File: config.mk
export PLATFORM = sky130hd
export DESIGN_NAME = conbus_sched_flat
export DESIGN_NICKNAME = d
export VERILOG_FILES = /design/src/rtl/conbus_pkg.sv /design/src/rtl/conbus_sched_if.sv /design/src/rtl/conbus_rr_pick.sv /design/src/rtl/conbus_sched.sv /design/src/flat_wrapper.sv
export SDC_FILE = /design/constraint.sdc
export NUM_CORES = 1
export LEC_CHECK = 0
export CORE_ASPECT_RATIO = 0.6
export CORE_UTILIZATION = 30
export CTS_CLUSTER_DIAMETER = 200
export DETAILED_ROUTE_END_ITERATION = 6
export GPL_TIMING_DRIVEN = 0
export PLACE_DENSITY_LB_ADDON = 0.3
export SYNTH_ARGS = -nofsm -noshare
export SYNTH_HDL_FRONTEND = slang
export SYNTH_SLANG_ARGS = --single-unit
File: constraint.sdc
create_clock -name sys_clk -period 5.9 [get_ports sys_clk]
set_input_delay 0.885 -clock sys_clk [delete_from_list [all_inputs] [get_ports sys_clk]]
set_output_delay 0.885 -clock sys_clk [all_outputs]
set_load 0.02 [all_outputs]
File: src/rtl/conbus_pkg.sv
// Shared definitions for the conbus scheduler: FSM encoding, default sizing
// and diagnostic counter widths.
package conbus_pkg;

  typedef enum logic [1:0] {
    IDLE  = 2'd0,
    GRANT = 2'd1,
    ABORT = 2'd2
  } state_t;

  localparam int DEF_N_MASTERS = 6;
  localparam int DEF_TIMEOUT   = 255;
  localparam int DEF_TO_W      = 8;
  localparam int CNT_W         = 16;
  localparam int LAST_W        = 3;

endpackage

File: src/rtl/conbus_sched_if.sv
// Scheduler-facing bundle of the interconnect: master requests, the muxed bus
// strobe/ack, and the grant/error/diagnostic outputs.
interface conbus_sched_if #(
  parameter int N_MASTERS = conbus_pkg::DEF_N_MASTERS
);
  import conbus_pkg::*;

  // Handshake: req[i] is master i's cyc and stays high for its whole cycle;
  // gnt is one-hot on the owner; a beat completes on a clock edge where
  // bus_stb && bus_ack are both high; m_err is a one-cycle abort of the owner.
  logic [N_MASTERS-1:0] req;
  logic                 bus_stb;
  logic                 bus_ack;
  logic                 cnt_clr;
  logic [N_MASTERS-1:0] gnt;
  logic [N_MASTERS-1:0] m_err;
  logic [CNT_W-1:0]     to_count;
  logic [LAST_W-1:0]    to_last;
  state_t               state;

  modport slave (
    input  req, bus_stb, bus_ack, cnt_clr,
    output gnt, m_err, to_count, to_last, state
  );

  modport master (
    output req, bus_stb, bus_ack, cnt_clr,
    input  gnt, m_err, to_count, to_last, state
  );

endinterface

File: src/rtl/conbus_rr_pick.sv
// Combinational rotate-priority picker: first set req bit scanning upward
// from last+1, wrapping at N_MASTERS-1.
module conbus_rr_pick #(
  parameter int N_MASTERS = 6,
  parameter int IDX_W     = $clog2(N_MASTERS)
) (
  input  logic [N_MASTERS-1:0] req,
  input  logic [IDX_W-1:0]     last,
  output logic                 any,
  output logic [IDX_W-1:0]     pick
);

  always_comb begin
    logic             found;
    logic [IDX_W-1:0] j;
    any   = |req;
    pick  = last;
    found = 1'b0;
    j     = '0;
    // i runs to N_MASTERS so last itself is considered after everyone else
    for (int i = 1; i <= N_MASTERS; i++) begin
      j = IDX_W'((int'(last) + i) % N_MASTERS);
      if (!found && req[j]) begin
        pick  = j;
        found = 1'b1;
      end
    end
  end

endmodule

File: src/rtl/conbus_sched.sv
// Round-robin Wishbone bus scheduler with a per-transfer watchdog that aborts
// stalled beats and keeps a saturating timeout count.
module conbus_sched
  import conbus_pkg::*;
#(
  parameter int N_MASTERS = DEF_N_MASTERS,
  parameter int TIMEOUT   = DEF_TIMEOUT,
  parameter int TO_W      = DEF_TO_W
) (
  input logic            sys_clk,
  input logic            sys_rst_n,
  conbus_sched_if.slave  bus
);

  localparam int IDX_W = $clog2(N_MASTERS);

  state_t               state_q, state_n;
  logic [IDX_W-1:0]     owner_q, owner_n;
  logic [IDX_W-1:0]     last_q, last_n;
  logic [TO_W-1:0]      wdt_q, wdt_n;
  logic [N_MASTERS-1:0] gnt_q, gnt_n;
  logic [N_MASTERS-1:0] m_err_q, m_err_n;
  logic [CNT_W-1:0]     to_count_q, to_count_n;
  logic [LAST_W-1:0]    to_last_q, to_last_n;
  logic                 abort_enter;
  logic                 any;
  logic [IDX_W-1:0]     pick;

  // last always equals the current owner while granted, so one picker
  // serves both the IDLE start and the direct handover.
  conbus_rr_pick #(
    .N_MASTERS (N_MASTERS),
    .IDX_W     (IDX_W)
  ) u_pick (
    .req  (bus.req),
    .last (last_q),
    .any  (any),
    .pick (pick)
  );

  always_comb begin
    state_n     = state_q;
    owner_n     = owner_q;
    last_n      = last_q;
    wdt_n       = '0;
    abort_enter = 1'b0;
    case (state_q)
      IDLE: begin
        if (any) begin
          state_n = GRANT;
          owner_n = pick;
          last_n  = pick;
        end
      end
      GRANT: begin
        // Release is checked first so it beats a coincident expiry.
        if (!bus.req[owner_q]) begin
          if (any) begin
            owner_n = pick;
            last_n  = pick;
          end else begin
            state_n = IDLE;
          end
        end else if (bus.bus_stb && !bus.bus_ack) begin
          if (wdt_q == TO_W'(TIMEOUT - 1)) begin
            state_n     = ABORT;
            abort_enter = 1'b1;
          end else begin
            wdt_n = wdt_q + 1'b1;
          end
        end
      end
      ABORT:   state_n = GRANT;
      default: state_n = IDLE;
    endcase

    gnt_n   = '0;
    m_err_n = '0;
    if (state_n != IDLE) gnt_n[owner_n] = 1'b1;
    if (state_n == ABORT) m_err_n[owner_n] = 1'b1;

    to_count_n = to_count_q;
    to_last_n  = to_last_q;
    if (abort_enter) to_last_n = LAST_W'(owner_q);
    if (bus.cnt_clr) to_count_n = '0;
    else if (abort_enter && (to_count_q != {CNT_W{1'b1}})) to_count_n = to_count_q + 1'b1;
  end

  always_ff @(posedge sys_clk or negedge sys_rst_n) begin
    if (!sys_rst_n) begin
      state_q    <= IDLE;
      owner_q    <= '0;
      last_q     <= IDX_W'(N_MASTERS - 1);
      wdt_q      <= '0;
      gnt_q      <= '0;
      m_err_q    <= '0;
      to_count_q <= '0;
      to_last_q  <= '0;
    end else begin
      state_q    <= state_n;
      owner_q    <= owner_n;
      last_q     <= last_n;
      wdt_q      <= wdt_n;
      gnt_q      <= gnt_n;
      m_err_q    <= m_err_n;
      to_count_q <= to_count_n;
      to_last_q  <= to_last_n;
    end
  end

  assign bus.gnt      = gnt_q;
  assign bus.m_err    = m_err_q;
  assign bus.to_count = to_count_q;
  assign bus.to_last  = to_last_q;
  assign bus.state    = state_q;

endmodule
File: src/flat_wrapper.sv
// flat-port wrapper written by rule: the top's interface ports become plain ports
module conbus_sched_flat import conbus_pkg::*;
#(
  parameter int N_MASTERS = DEF_N_MASTERS,
  parameter int TIMEOUT   = DEF_TIMEOUT,
  parameter int TO_W      = DEF_TO_W
)
  (sys_clk, sys_rst_n, bus_req, bus_bus_stb, bus_bus_ack, bus_cnt_clr, bus_gnt, bus_m_err, bus_to_count, bus_to_last, bus_state);
  conbus_sched_if #(.N_MASTERS(N_MASTERS)) bus_i ();
  input logic sys_clk;
  input logic sys_rst_n;
  input wire logic [$bits(bus_i.req)-1:0] bus_req;
  input wire logic [$bits(bus_i.bus_stb)-1:0] bus_bus_stb;
  input wire logic [$bits(bus_i.bus_ack)-1:0] bus_bus_ack;
  input wire logic [$bits(bus_i.cnt_clr)-1:0] bus_cnt_clr;
  output wire logic [$bits(bus_i.gnt)-1:0] bus_gnt;
  output wire logic [$bits(bus_i.m_err)-1:0] bus_m_err;
  output wire logic [$bits(bus_i.to_count)-1:0] bus_to_count;
  output wire logic [$bits(bus_i.to_last)-1:0] bus_to_last;
  output wire logic [$bits(bus_i.state)-1:0] bus_state;
  assign bus_i.req = bus_req;
  assign bus_i.bus_stb = bus_bus_stb;
  assign bus_i.bus_ack = bus_bus_ack;
  assign bus_i.cnt_clr = bus_cnt_clr;
  assign bus_gnt = bus_i.gnt;
  assign bus_m_err = bus_i.m_err;
  assign bus_to_count = bus_i.to_count;
  assign bus_to_last = bus_i.to_last;
  assign bus_state = bus_i.state;
  conbus_sched #(.N_MASTERS(N_MASTERS), .TIMEOUT(TIMEOUT), .TO_W(TO_W)) u_core (.sys_clk(sys_clk), .sys_rst_n(sys_rst_n), .bus(bus_i));
endmodule
==> results.cfg, run 1 <==
[drt]
drtIter0Drc = 286
route.met3.wl_um = 486
avgViaCountPerCell = 5.23
avgRoutedWirePerCell_um = 15.4
firstDrtPassIters = 7
dr_total_vias = 3088
drc = 0
wl_met2_mm = 3.63
ant_nets = 0
top_layer = met4
met1_length_mm = 4.97
drt_wl_total_mm = 9.12

[sta]
worst_hold_slack_ps = 492
maxSlewViolCount = 0
period_share_pct = 79.8
fmax_mhz = 212
slew_headroom_pct = 52.9
clock_skew_ps = 4.20
worst_pin_slew_ps = 697
tns_ps = 0
finalCriticalPeriod_ps = 4710
hold_violations = 0
rsz0062_at_grt = no
setup_viol = 0

[logic_synthesis]
synth_edf_count = 0
syn_inst = 380
synth.yosys.seq_area_share_pct = 33.6
synth_common_cells = 45 x dfrtp_1, 36 x nor2_1, 22 x nand2_1
syn_avg_cell_area_sq_um = 9.22
synth_ff_type = dfrtp_1
synthTopCellsByArea = dfrtp_1 32%, ha_1 6.1%, nor2_1 3.9%, xor2_1 3.2%, nand3_1 2.9%
synth-seq-cells = 47
yosysTopAreaCell = dfrtp_1
synthArstFlopShare_pct = 100
synth_cell_types = 75
yosysWarningCount = 0
syn_nets = 408
syn_area_sq_um = 3500
synth_most_common_cell = dfrtp_1
synth_top_area_share_pct = 32.1

[critical_path]
rr_startpoint = u_core.last_q[0]$_DFFE_PN1P_
critical_path.startpoint = u_core.last_q[0]$_DFFE_PN1P_
critPathLaunchType = flip-flop
critPathMaxFanout = 10
crit_type = reg2reg
worst_ep_required_time_ps = 6050
cp-end-kind = flip-flop
crit_arrival_ps = 4860

[placement]
numPortBuffers = 42
gp_congestion = 0.858
dpl.hpwl_mm = 7.00

[power_and_ir_drop]
ir_drop_mv = 0.245
p_leak_nw = 1.77
power.density_nw_per_um2 = 583

[global_route]
grt_max_degree = 35
grt_usage_pct = 15.9
grt_pass1_vias = 2916
antenna_found_initial = 0
grt-ovfl-total = 0
grt_pass1_wl_mm = 15.1

[clock_network]
cts_tree = done
cts.clk_slew.worst_paths_ps = 60
cts_setup_buffers = 0
cts_resized = 0
clk_path_buf_depth = 2
htreeDepth = 2
clkLatencyLatePin_ps = 290
cts_hold_buf = 0
cts.root.buffer_cell = clkbuf_16
cts_num_sinks = 47
cts_made_buffers = 5

[die]
initial_core_util_pct = 30.9
die_x_um = 142
rows = 30
core_sq_um = 11300
die_h_um = 85.7
dieArea_sq_um = 12100
ios = 44

[finish]
layout-area-overhead-vs-synth_pct = 22.6
layout-drive-gt1-share_pct = 10.2
nets = 458
antenna_cells = 0
n_fill_cell = 1134

[worst_hold_path]
hp-class = in2async

[outcome]
status = completed

[flow_run]
cap_violations = 0
final cells by class:
cell class	instances	area, sq um	area share (%)
Buffer	16	91.3	2.13
Clock buffer	8	156	3.64
Inverter	20	75.1	1.75
Multi-Input combinational cell	297	2160	50.3
Sequential cell	47	1180	27.4
Tap cell	160	200	4.66
Timing Repair Buffer	43	435	10.1
through the flow:
stage	utilization (%)	total power, W	cell area (sq um)	std cells	setup WS, ps
6_report	37.9	0.00251	4300	591	1190
3_5_place_dp	36.5	0.00217	4140	583	1290
4_1_cts	37.9	0.00249	4300	591	1230
2_1_floorplan	-	0.00177	3500	380	1950
3_3_place_gp	36.4	0.00214	4130	582	1350
5_1_grt	37.9	0.00271	4300	591	924
placed cells by master, fill, tap and decap left out, types with 10 or more instances in the layout:
cell type         n
dfrtp_1          45
clkdlybuf4s50_1  41
nor2_1           36
nand2_1          22
nand3_1          20
inv_1            18
ha_1             17
o21ai_0          13
xor2_1           13
a21oi_1          12
and3_1           10
routing by layer:
metal / global-route usage, % / vias up
met5: 0 / -
met2: 22.1 / 74
met3: 4.08 / 5
li1: - / 1512
met4: 2.64 / 0
met1: 24.4 / 1497
worst paths after layout:
kind / to / slack (ps) / cells after the start
setup / recovery: u_core.bus.gnt[1]$_DFF_PN0_ / 1190 / 16
hold / removal: u_core.bus.to_count[3]$_DFFE_PN0P_ / 490 / 1
setup reg to reg: u_core.bus.gnt[1]$_DFF_PN0_ / 1190 / 16
hold reg to reg: u_core.bus.to_last[0]$_DFFE_PN0P_ / 500 / 2
max in group asynchronous: u_core.last_q[2]$_DFFE_PN1P_ / 4850 / 2
min in group sys_clk: u_core.bus.to_last[0]$_DFFE_PN0P_ / 500 / 2
cell families (layout without fill, tap and decap cells):
logic type	Yosys count	after routing	synth area share (%)
adders and majority gates	17	17	6.07
muxes	17	17	5.93
and+or+nand+nor	149	149	23.8
DFF	47	47	33.6
xor gates and xnor gates	21	21	5.46
buffers and inverters	36	87	4.75
AOI/OAI and AO/OA	93	93	20.3
worst max-delay path: stages, from the launching register on:
cell       delay (ps)
dfstp_2           600
buf_6             180
buf_6             150
inv_1             120
ha_1              260
xor2_2            270
inv_1             160
ha_1              290
nand2b_1          170
or3_1             350
a21oi_1           240
a211oi_2          120
nor4_4            510
a31oi_1           230
or2_1             290
buf_6             150
a2111oi_1         450
power breakdown:
part / internal [W] / total (W) / switching, W
sequential: 0.000372 / 0.000416 / 0.0000437
clock: 0.000180 / 0.000298 / 0.000118
combinational: 0.000697 / 0.00179 / 0.00110
state kept, by name, indices dropped and copies added (netlist names):
| register | count |
|---|---|
| u_core.last_q | 3 |
| u_core.bus.to_count | 16 |
| u_core.bus.gnt | 6 |
| u_core.owner_q | 3 |
| u_core.wdt_q | 8 |
| u_core.bus.to_last | 3 |
| u_core.bus.state | 2 |
| u_core.bus.m_err | 6 |
Note: power is estimated with default switching activity, not from simulation.
==> run 2, diff against run 1 <==
==> constraint.sdc (replaced) <==
create_clock -name sys_clk -period 4.56 [get_ports sys_clk]
set_input_delay 0.684 -clock sys_clk [delete_from_list [all_inputs] [get_ports sys_clk]]
set_output_delay 0.684 -clock sys_clk [all_outputs]
set_load 0.02 [all_outputs]
==> run 2 against run 1 <==
  * Cell area up 2.1%
  * Clock-buffer cell count unchanged
  * Sequential share of layout area down 0.56 points
  * Clock power up 30%
  * Register-to-register slack worse by 990 ps
  * Fmax up 8.1%
  * Via count up 1.0%
  * Critical path depth unchanged
  * Hold slack worse by 200 ps
  * Clock skew up 1.3 ps
  * First-iteration DRC count down 1.7%
  * Power up 37%
==> results.cfg, run 2 (same netlist as run 1, synthesis figures left out) <==
[global_route]
grt_pass1_wl_mm = 15.1
grt_max_degree = 35
antenna_found_initial = 0
grt_usage_pct = 15.9
grt_pass1_vias = 2924
grt-ovfl-total = 0

[sta]
worst_pin_slew_ps = 717
slew_headroom_pct = 51.5
period_share_pct = 95.5
setup_viol = 0
maxSlewViolCount = 0
rsz0062_at_grt = no
hold_violations = 0
finalCriticalPeriod_ps = 4350
fmax_mhz = 230
worst_hold_slack_ps = 290
clock_skew_ps = 5.48

[drt]
dr_total_vias = 3119
met1_length_mm = 5.02
ant_nets = 0
avgViaCountPerCell = 5.23
firstDrtPassIters = 7
drc = 0
drtIter0Drc = 281
route.met3.wl_um = 479
wl_met2_mm = 3.74
top_layer = met4
avgRoutedWirePerCell_um = 15.6
drt_wl_total_mm = 9.28

[finish]
final_cell_mix = 45 x dfrtp_1, 41 x clkdlybuf4s50_1, 36 x nor2_1
layout-drive-gt1-share_pct = 12.8
nets = 463
fin_util_pct = 38.7
antenna_cells = 0
instances_no_fill = 596
layout_commonest_cell = dfrtp_1
n_fill_cell = 1134
postLayoutCellArea_sq_um = 4390
layout-area-overhead-vs-synth_pct = 25.2
largest_reg_flops = 16

[die]
rows = 30
dieArea_sq_um = 12100
initial_core_util_pct = 30.9
core_sq_um = 11300
die_x_um = 142
die_h_um = 85.7
ios = 44

[critical_path]
critPathMaxFanout = 10
cp_cell_sequence = buf_6 -> buf_6 -> inv_1 -> ha_1 -> xor2_4 -> inv_1 -> ha_1 -> nand2b_1 -> nor2_1 -> a211o_1 -> a211oi_4 -> o21ai_1 -> a31oi_1 -> o31a_1 -> inv_2 -> a2111oi_1
rr_worst_depth = 16
worstReg2RegEnd = u_core.bus.gnt[0]$_DFF_PN0_
crit_arrival_ps = 4510
r2r_setup_slack_ps = 210
worst_ep_required_time_ps = 4720
critical_path.startpoint = u_core.last_q[0]$_DFFE_PN1P_
rr_startpoint = u_core.last_q[0]$_DFFE_PN1P_
crit_type = reg2reg
crit_buf_inv = 5
crit_family = compound AO/OA/AOI/OAI gates
critPathLaunchType = flip-flop
crit_end = u_core.bus.gnt[0]$_DFF_PN0_
cp.depth = 16
critPathMaxStageDelay_ps = 600
slowest_stage = dfstp_2
cp-end-kind = flip-flop

[worst_hold_path]
hp-class = in2async

[power_and_ir_drop]
p_int_w = 0.00172
pwr-share-clk_pct = 11.3
combinationalPowerShare_pct = 73.3
power.density_nw_per_um2 = 781
p_total_w = 0.00343
power_frac_seq_pct = 15.4
p_switching_w = 0.00171
ir_drop_mv = 0.319
p_leak_nw = 1.81
p_sw_share_pct = 49.8

[clock_network]
cts_tree = done
clk_path_buf_depth = 2
cts.clk_slew.worst_paths_ps = 60
cts_made_buffers = 5
cts_hold_buf = 0
cts.root.buffer_cell = clkbuf_16
cts_num_sinks = 47
clkLatencyLatePin_ps = 290
htreeDepth = 2

[placement]
gp_congestion = 0.858
dp_cells = 583
dpl.hpwl_mm = 7.00
numPortBuffers = 42
placed_cell_area_sq_um = 4140

[outcome]
status = completed

[flow_run]
cap_violations = 0
[run 2: final cells by class]
cell class | count | area (sq um) | area share, %
Inverter | 20 | 75.1 | 1.71
Sequential cell | 47 | 1180 | 26.9
Buffer | 16 | 91.3 | 2.08
Tap cell | 160 | 200 | 4.56
Timing Repair Buffer | 48 | 473 | 10.8
Multi-Input combinational cell | 297 | 2210 | 50.4
Clock buffer | 8 | 156 | 3.57
[run 2: worst min path at each step]
stage	startpoint	endpoint	slack, ps	cells after the start
global route	sys_rst_n	u_core.bus.to_count[2]$_DFFE_PN0P_	310	1
detailed placement	u_core.bus.to_last[2]$_DFFE_PN0P_	u_core.bus.to_last[2]$_DFFE_PN0P_	490	2
CTS	sys_rst_n	u_core.bus.to_count[3]$_DFFE_PN0P_	300	1
finish	sys_rst_n	u_core.bus.to_count[3]$_DFFE_PN0P_	290	1
global placement	u_core.bus.to_last[0]$_DFFE_PN0P_	u_core.bus.to_last[0]$_DFFE_PN0P_	480	2
floorplan	sys_rst_n	u_core.bus.gnt[0]$_DFF_PN0_	390	0
[run 2: timing repair]
action	CTS	global route
setup endpoints to repair	8	11
setup buffers	1	4
pin swaps	1	3
resized for setup	0	9
[run 2: metrics by stage]
| step | setup slack [ps] | TNS [ps] |
|---|---|---|
| final | 205 | 0 |
| after global routing | 4.26 | 0 |
| after CTS | 34.8 | 0 |
| after detailed placement | -46.7 | -176 |
| after global placement | 11.4 | 0 |
| after floorplan | 607 | 0 |
[run 2: per-layer routing]
layer | GRT usage, % | up-vias
li1 | - | 1517
met1 | 24.3 | 1528
met2 | 22.2 | 69
met3 | 4.19 | 5
met4 | 2.64 | 0
met5 | 0 | -
[run 2: power groups by stage]
stage | Sequential (W) | Combinational [W] | Clock, W
4_1_cts | 0.000538 | 0.00230 | 0.000396
5_1_grt | 0.000533 | 0.00273 | 0.000420
6_report | 0.000527 | 0.00251 | 0.000387
2_1_floorplan | 0.000546 | 0.00175 | 0
3_3_place_gp | 0.000545 | 0.00222 | 0
3_5_place_dp | 0.000545 | 0.00226 | 0
